<file path="src/rtl/edge_detect_array.sv">
// Multi-channel input conditioner: per channel a synchroniser, a debounce filter
// and a mode-selectable edge detector with a one-cycle pulse and a sticky flag.
module edge_detect_array #(
  parameter int CHANNELS        = 4,
  parameter int SYNC_STAGES     = 2,
  parameter int DEBOUNCE_CYCLES = 4,
  parameter int CNT_W           = 8
) (
  input  logic                  clk,
  input  logic                  rst,
  input  logic                  en,
  input  logic [CHANNELS-1:0]   x,
  input  logic [2*CHANNELS-1:0] mode,
  input  logic [CHANNELS-1:0]   clr,
  output logic [CHANNELS-1:0]   pulse,
  output logic [CHANNELS-1:0]   level,
  output logic [CHANNELS-1:0]   sticky,
  output logic                  any_event
);

  localparam logic [CNT_W-1:0] LP_CNT_LAST = CNT_W'(DEBOUNCE_CYCLES - 1);

  for (genvar gi = 0; gi < CHANNELS; gi++) begin : g_ch
    logic [SYNC_STAGES-1:0] r_sync;
    logic [CNT_W-1:0]       r_cnt;
    logic                   r_level;
    logic                   r_pulse;
    logic                   r_sticky;
    logic                   w_s;
    logic                   w_differ;
    logic                   w_toggle;
    logic                   w_event;

    assign w_s      = r_sync[SYNC_STAGES-1];
    assign w_differ = w_s ^ r_level;
    assign w_toggle = w_differ && (r_cnt == LP_CNT_LAST);
    // Mode bit 0 enables rising edges, bit 1 falling; the new level is ~r_level.
    assign w_event  = w_toggle && en &&
                      (r_level ? mode[2*gi+1] : mode[2*gi]);

    // NOTE: the reset is asynchronous, so it sits in the sensitivity list and
    // aborts a debounce in progress without waiting for a clock edge.
    always_ff @(posedge clk or posedge rst) begin
      if (rst) begin
        r_sync   <= '0;
        r_cnt    <= '0;
        r_level  <= 1'b0;
        r_pulse  <= 1'b0;
        r_sticky <= 1'b0;
      end else begin
        // NOTE: non-blocking assignments make every register here sample the
        // pre-edge values, which is what keeps the shift chain a true chain.
        r_sync <= {r_sync[SYNC_STAGES-2:0], x[gi]};
        if (!w_differ) begin
          r_cnt <= '0;
        end else if (w_toggle) begin
          r_cnt   <= '0;
          r_level <= ~r_level;
        end else begin
          r_cnt <= r_cnt + CNT_W'(1);
        end
        r_pulse  <= w_event;
        // Set wins over clear so an event landing on a clear is never lost.
        r_sticky <= w_event | (r_sticky & ~clr[gi]);
      end
    end

    assign pulse[gi]  = r_pulse;
    assign level[gi]  = r_level;
    assign sticky[gi] = r_sticky;
  end

  assign any_event = |sticky;

endmodule
</file>
<file path="config.mk">
export PLATFORM = sky130hd
export DESIGN_NAME = edge_detect_array
export DESIGN_NICKNAME = d
export VERILOG_FILES = /design/src/rtl/edge_detect_array.sv
export SDC_FILE = /design/constraint.sdc
export NUM_CORES = 1
export LEC_CHECK = 0
export ABC_CLOCK_PERIOD_IN_PS = 1550
export CORE_MARGIN = 10
export CORE_UTILIZATION = 40
export DETAILED_ROUTE_END_ITERATION = 8
export PLACE_DENSITY_LB_ADDON = 0.1
export SLEW_MARGIN = 5
export SYNTH_ARGS = -nofsm -noshare
export SYNTH_HDL_FRONTEND = slang
export SYNTH_SLANG_ARGS = --single-unit
</file>
<file path="constraint.sdc">
create_clock -name clk -period 1.55 [get_ports clk]
set_input_delay 0.2325 -clock clk [delete_from_list [all_inputs] [get_ports clk]]
set_output_delay 0.2325 -clock clk [all_outputs]
set_load 0.1 [all_outputs]
</file>
* Word level (Yosys, flattened, before mapping)
Index checks and enable logic that the tools add are counted.
** Cells by class
- $add $sub $neg :: 4
- Reductions and logical operators :: 17
- Bitwise gates (word level) :: 20
- Mux-type cells :: 12
- Equal/unequal tests :: 4
** Operators by type and width (count)
- 2-to-1 mux 8 bit :: 8
- adder 8 x 1 -> 8 bit (second input constant) :: 4
- == test 8 x 2 -> 1 bit (second input constant) :: 4
- logical AND 1 bit :: 12
- inverter 1 bit :: 8
- AND reduction 2 bit :: 4
- AND 1 bit :: 4
- 2-to-1 mux 1 bit :: 4
- bitwise OR 1 bit :: 4
- OR reduction 4 bit :: 1
- bitwise XOR 1 bit :: 4
** Word-level totals
- Word-level logic and storage cells :: 77
- Register bits after elaboration :: 52

* Longest topological paths before layout
Gate-level depths: netlist (run 1).
- Word-level depth :: 5
- Depth in mapped cells :: 4
- Mapped depth without buffers :: 4

* Worst setup path after synthesis (run 1)
No wires, ideal clock.
- Kind :: reg-to-reg
- From :: register g_ch[3].r_cnt[0]
- To :: register g_ch[3].r_level
- Stages on the path, launching flop included :: 5
- Path buffers :: 0
- Data required time :: 1423 ps
- Setup slack :: -78 ps
- Arrival time :: 1500 ps
- Path through :: dfrtp_1 > ha_1 > or4b_4 > nor2_4 > mux2_1
** On the way
- Cells in the longest elaborated chain, start to end :: 3
** RTL lines
- start: declaration :: line 25 : logic [CNT_W-1:0] r_cnt;
- start signal: assignment :: line 60 : r_cnt <= r_cnt + CNT_W'(1);
- == test 8 x 2 -> 1 bit :: line 36 : assign w_toggle = w_differ && (r_cnt == LP_CNT_LAST);
- logical AND 1 bit :: line 36
- AND reduction 2 bit (no line)
- end signal: assignment :: line 58 : r_level <= ~r_level;
- end: declaration :: line 26 : logic r_level;
No other way between the ends.
A chain may end at the register's enable or synchronous reset.

* Worst setup path in the final report (run 1)
- From :: register g_ch[2].r_sticky
- To :: output any_event
** On the way
- Cells in the longest elaborated chain, start to end :: 1
** RTL lines
- start: declaration :: line 28 : logic r_sticky;
- start signal: assignment :: line 64 : r_sticky <= w_event | (r_sticky & ~clr[gi]);
- OR reduction 4 bit :: line 73 : assign any_event = |sticky;
- end: declaration :: line 18 : output logic any_event
No other way between the ends.

==> results of run 1 <==
logic make-up after synthesis:
group           synth area share (%)
compound gates                  10.3
simple gates                    20.2
xor+xnor                        5.87
fa+ha+maj                       2.10
buf+inv                         5.03
mux                             1.89
flops                           54.5
state kept, by name, indices dropped and copies added (netlist names):
register       flops
g_ch.r_sticky      4
g_ch.r_pulse       4
g_ch.r_level       4
g_ch.r_cnt        32
g_ch.r_sync        8
power breakdown:
| part | total, mW | switching, mW | internal [mW] |
|---|---|---|---|
| Sequential | 1.74 | 0.201 | 1.53 |
| Clock | 0.931 | 0.452 | 0.478 |
| Combinational | 1.77 | 0.986 | 0.785 |
metal layers:
layer | vias up | wire length [um] | GRT usage [%]
li1 | 847 | - | -
met1 | 837 | 2120 | 12.7
met2 | 26 | 2270 | 16.5
met3 | 7 | 178 | 2.99
met4 | 0 | 66 | 3.69
met5 | - | 0 | 0
cell type report:
class | count | area, um^2
clock buffers | 5 | 68.8
clock inverters | 3 | 42.5
fillers | 508 | 2660
inverters | 8 | 30.0
multi-input cells | 144 | 1020
flip-flops and latches | 52 | 1300
well taps | 75 | 93.8
repair buffers | 55 | 637
through the flow:
stage	cell area, um^2	worst slack [ns]
finish	3190	-0.112
global route	3190	-0.148
detailed placement	3010	0.000176
global placement	3010	0.0212
CTS	3140	-0.131
floorplan	2400	-0.0412
how the worst min path moves through the flow:
stage | startpoint | to | slack [ns]
after global placement | g_ch[1].r_sync[0] | g_ch[1].r_sync[1] | 0.33
after CTS | rst | g_ch[3].r_cnt[1] | 0.29
after detailed placement | g_ch[2].r_sync[0] | g_ch[2].r_sync[1] | 0.34
final | rst | g_ch[1].r_cnt[0] | 0.28
after floorplan | x[0] | g_ch[0].r_sync[0] | 0.26
after global routing | rst | g_ch[2].r_sticky | 0.32
what timing repair did:
action,4_1_cts,5_1_grt
gates resized for setup,0,9
hold endpoints to repair,0,0
pin swaps,2,5
buffers inserted,3,1
setup endpoints to repair,6,16
worst min-delay path, delay by kind of cell:
family                 cells  cell delay (ns)
buffers and inverters      3             0.74
cells in the mapped netlist:
cell type	number	area, um^2
o22ai_1	1	6.26
mux2_1	4	45.0
nand2_1	11	41.3
nor2_1	20	75.1
or4b_4	2	27.5
o21bai_4	2	37.5
a32o_1	3	30.0
or3b_2	1	8.76
nor2_4	3	33.8
nand2b_1	1	6.26
or3_4	2	22.5
nand4_1	4	25.0
nor2b_1	1	6.26
nand3b_1	3	22.5
nor4_2	1	12.5
buf_4	12	90.1
o21bai_2	1	11.3
and3_1	4	25.0
or3_1	12	75.1
a21oi_1	13	65.1
or4_4	1	11.3
ha_1	4	50.1
a31o_2	1	8.76
o21a_1	1	7.51
o21ai_0	16	80.1
dfrtp_1	52	1300
inv_1	8	30.0
xnor2_1	7	61.3
and3b_1	2	17.5
or4_1	1	7.51
nand3_1	13	65.1
xor2_1	9	78.8
==> impl_metrics.yaml, run 1 <==
clocking:
  cts_tree: "done"
  cts_made_buffers: 5
  clock_sinks: 52
  clk_path_buf_depth: 2
  htreeDepth: 2
  path_clk_slew_ns: 0.10
  cts_root_buf: "clkbuf_8"
  insertion_delay_ns: 0.31
  holdBufCountCts: 0
synthesis:
  syn_avg_cell_area_um2: 11.0
  synth_cell_types: 32
  synth_cells: 216
  synth_seq_cells: 52
  yosysWarnings: 0
  synth_area_mm2: 0.00239
  synth_nets: 239
  synth-seq-area-share_pct: 54.5
die:
  core_mm2: 0.00585
  die_height_um: 97.2
  num_io_pins: 32
  rows: 28
  fp.dieW_um: 97.2
  die_area_mm2: 0.00945
  start_util_pct: 40.8
worst_setup_path:
  critPathCaptureType: "output pin"
  rr_startpoint: "g_ch[3].r_cnt[0]"
  r2r_cells: 5
  arrival_ns: 1.43
  slowest_delay_ns: 0.53
  path_cells: "or4_4 -> buf_12"
  startpoint: "g_ch[2].r_sticky"
  reg2reg_slack_ns: -0.01
  crit_path_end: "any_event"
  critical_path_class: "reg -> out"
  critPathTopFamily: "simple AND/OR/NAND/NOR gates"
  cpMaxStageDelayCell: "or4_4"
  worst-path-stages: 2
  worstPathRequired_ns: 1.32
  r2r_end: "g_ch[3].r_cnt[3]"
  cp-start-kind: "flip-flop"
  crit_buf_inv: 1
  path_max_fanout: 2
detailed_routing:
  postRouteAntennaNets: 0
  wl_per_cell_um: 13.5
  via_per_inst: 5.02
  postRouteWirelength_um: 4630
  vias: 1717
  drcViolationCount: 0
  first_pass_iters: 4
  drtIter0Drc: 73
cells_and_area:
  area_delta_synth_final_pct: 33.7
  final_cells: 342
  layout_commonest_cell: "dfrtp_1"
  drive_above_1_share_pct: 26.2
  final_nets: 289
  final_cell_mix: "dfrtp_1, buf_4, nor2_1"
  final_util_pct: 54.5
  antenna_cells: 0
global_route:
  grt_pass1_vias: 1726
  antenna_found_initial: 0
  grtUsageTotal_pct: 10.2
  grt_pass1_wl_um: 8200
  grt_max_degree: 53
  grt.overflow.total: 0
power_and_ir_drop:
  total_power_mw: 4.44
  total_leakage_power_nw: 1.40
  powerDensity_mw_per_mm2: 1390
  ir_worst_vdd_uv: 1030
sta:
  finalClockSkew_ns: 0.0106
  setup_ws_ns: -0.112
  whs_ns: 0.285
  period_minus_slack_ns: 1.66
  setup_tns_ns: -0.127
  worst_pin_slew_ns: 0.309
  slew_violations: 0
  max_freq_mhz: 602
  finalSetupViolations: 3
  rsz0062_at_grt: "yes"
  slew_headroom_pct: 79.3
  fin_crit_sh_pct: 107
  timing.final.hold_violations: 0
placed_design:
  dpl.hpwl_um: 3350
  io_buffers: 31
  gp_congestion: 0.794
  numPlacedInstances: 330
run_status:
  status: "finished, violations left"
  violations: "setup timing"
min_path:
  hp-class: "in -> async"
job:
  cap_viol_max_count: 0
Note: power is estimated with default switching activity, not from simulation.
==> run 2, diff against run 1 <==
--- a/config.mk
+++ b/config.mk
@@ -5,7 +5,7 @@
 export SDC_FILE = /design/constraint.sdc
 export NUM_CORES = 1
 export LEC_CHECK = 0
-export ABC_CLOCK_PERIOD_IN_PS = 1550
+export ABC_CLOCK_PERIOD_IN_PS = 2150
 export CORE_MARGIN = 10
 export CORE_UTILIZATION = 40
 export DETAILED_ROUTE_END_ITERATION = 8
==> constraint.sdc (replaced) <==
create_clock -name clk -period 2.15 [get_ports clk]
set_input_delay 0.3225 -clock clk [delete_from_list [all_inputs] [get_ports clk]]
set_output_delay 0.3225 -clock clk [all_outputs]
set_load 0.1 [all_outputs]
==> impl_metrics.yaml, run 2 (synthesis results as in run 1) <==
clocking:
  htreeDepth: 2
  insertion_delay_ns: 0.30
  cts_made_buffers: 5
  clock_sinks: 52
  holdBufCountCts: 0
  cts_root_buf: "clkbuf_8"
  cts_resized: 0
  path_clk_slew_ns: 0.10
  cts_tree: "done"
  clk_path_buf_depth: 2
  postCtsSetupRepairBufs: 0
cells_and_area:
  largest_reg_flops: 32
  antenna_cells: 0
  top_register: "g_ch.r_cnt"
  fill_cells: 528
  drive_above_1_share_pct: 14.8
  final_util_pct: 48.0
  area_delta_synth_final_pct: 17.7
  final_nets: 266
  reg_top3: "g_ch.r_cnt x32, g_ch.r_sync x8"
  layout_commonest_cell: "dfrtp_1"
  final_cell_mix: "dfrtp_1, nor2_1, clkdlybuf4s50_1"
  design_area_mm2: 0.00281
worst_setup_path:
  worstPathRequired_ns: 1.83
  reg2reg_slack_ns: 0.45
  crit_buf_inv: 1
  worst-path-stages: 2
  cpMaxStageDelayCell: "or4_1"
  critPathTopFamily: "simple AND/OR/NAND/NOR gates"
  r2r_cells: 4
  r2r_end: "g_ch[1].r_level"
  slowest_delay_ns: 0.59
  startpoint: "g_ch[0].r_sticky"
  rr_startpoint: "g_ch[1].r_cnt[0]"
  path_cells: "or4_1 -> buf_12"
  critPathCaptureType: "output pin"
  cp-start-kind: "flip-flop"
  arrival_ns: 1.51
  crit_path_end: "any_event"
  critical_path_class: "reg -> out"
  path_max_fanout: 3
sta:
  worst_pin_slew_ns: 0.321
  setup_tns_ns: 0
  rsz0062_at_grt: "no"
  finalSetupViolations: 0
  fin_crit_sh_pct: 85.2
  timing.final.hold_violations: 0
  max_freq_mhz: 546
  period_minus_slack_ns: 1.83
  setup_ws_ns: 0.318
  slew_headroom_pct: 78.5
  slew_violations: 0
  finalClockSkew_ns: 0.00502
global_route:
  grt_pass1_wl_um: 7710
  grt_pass1_vias: 1639
  grtUsageTotal_pct: 9.63
  grt_max_degree: 53
  antenna_found_initial: 0
  grt.overflow.total: 0
detailed_routing:
  wl_per_cell_um: 13.6
  postRouteAntennaNets: 0
  postRouteWirelength_um: 4350
  via_per_inst: 5.03
  vias: 1606
  first_pass_iters: 4
  drcViolationCount: 0
  drtIter0Drc: 71
die:
  die_area_mm2: 0.00945
  start_util_pct: 40.8
  fp.dieW_um: 97.2
  num_io_pins: 32
  die_height_um: 97.2
  rows: 28
  core_mm2: 0.00585
placed_design:
  io_buffers: 31
  pre_cts_slack_ns: 0.463
  dpl_cell_area_mm2: 0.00270
  dpl.hpwl_um: 3160
  gp_congestion: 0.757
power_and_ir_drop:
  total_power_mw: 2.91
  total_leakage_power_nw: 1.23
  ir_worst_vdd_uv: 713
  powerDensity_mw_per_mm2: 1040
job:
  cap_viol_max_count: 0
run_status:
  status: "complete, no violations"
min_path:
  hp-class: "reg -> reg"
[run 2: routing by layer]
metal  global-route usage (%)  routed length, um  vias to the layer above
li1                         -                  -                      799
met4                     3.80                 59                        0
met2                     15.4               2080                       19
met1                     12.1               2090                      782
met3                     2.35                123                        6
met5                        0                  0                        -
[run 2: worst min-delay path by stage]
stage | from | endpoint | slack (ns) | depth (start not counted)
3_3_place_gp | g_ch[2].r_sync[0] | g_ch[2].r_sync[1] | 0.33 | 0
5_1_grt | g_ch[2].r_sync[0] | g_ch[2].r_sync[1] | 0.36 | 0
4_1_cts | g_ch[2].r_sync[0] | g_ch[2].r_sync[1] | 0.36 | 0
2_1_floorplan | g_ch[0].r_sync[0] | g_ch[0].r_sync[1] | 0.33 | 0
6_report | g_ch[2].r_sync[0] | g_ch[2].r_sync[1] | 0.35 | 0
3_5_place_dp | g_ch[2].r_sync[0] | g_ch[2].r_sync[1] | 0.34 | 0
[run 2: worst reg2reg max path, delay by kind of cell, from the launching register on]
kind / cells / cell delay, ns
flops: 1 / 0.38
simple gates: 2 / 0.66
fa+ha+maj: 1 / 0.22
mux: 1 / 0.32
[run 2: through the flow]
stage | cells | hold WS (ns)
4_1_cts | 319 | 0.359
3_3_place_gp | 311 | 0.332
3_5_place_dp | 311 | 0.337
6_report | 319 | 0.355
2_1_floorplan | 216 | 0.331
5_1_grt | 319 | 0.356
[run 2: layout make-up]
type | count | area (um^2) | area share [%]
well taps | 75 | 93.8 | 3.34
inverters | 8 | 30.0 | 1.07
flip-flops and latches | 52 | 1300 | 46.3
clock inverters | 2 | 35.0 | 1.25
repair buffers | 32 | 310 | 11.1
multi-input cells | 144 | 965 | 34.4
clock buffers | 6 | 72.6 | 2.58
[run 2: power by group]
part	internal (mW)	total, mW	switching (mW)
combinational	0.344	1.01	0.664
sequential	1.11	1.23	0.129
clock	0.346	0.665	0.319
total	1.80	2.91	1.11
==> run 3, diff against run 2 <==
--- a/config.mk
+++ b/config.mk
@@ -5,6 +5,7 @@
 export SDC_FILE = /design/constraint.sdc
 export NUM_CORES = 1
 export LEC_CHECK = 0
+export ABC_AREA = 0
 export ABC_CLOCK_PERIOD_IN_PS = 2150
 export CORE_MARGIN = 10
 export CORE_UTILIZATION = 40
==> results of run 3 <==
The final DEF is identical to that of run 2; final timing and power are the same.
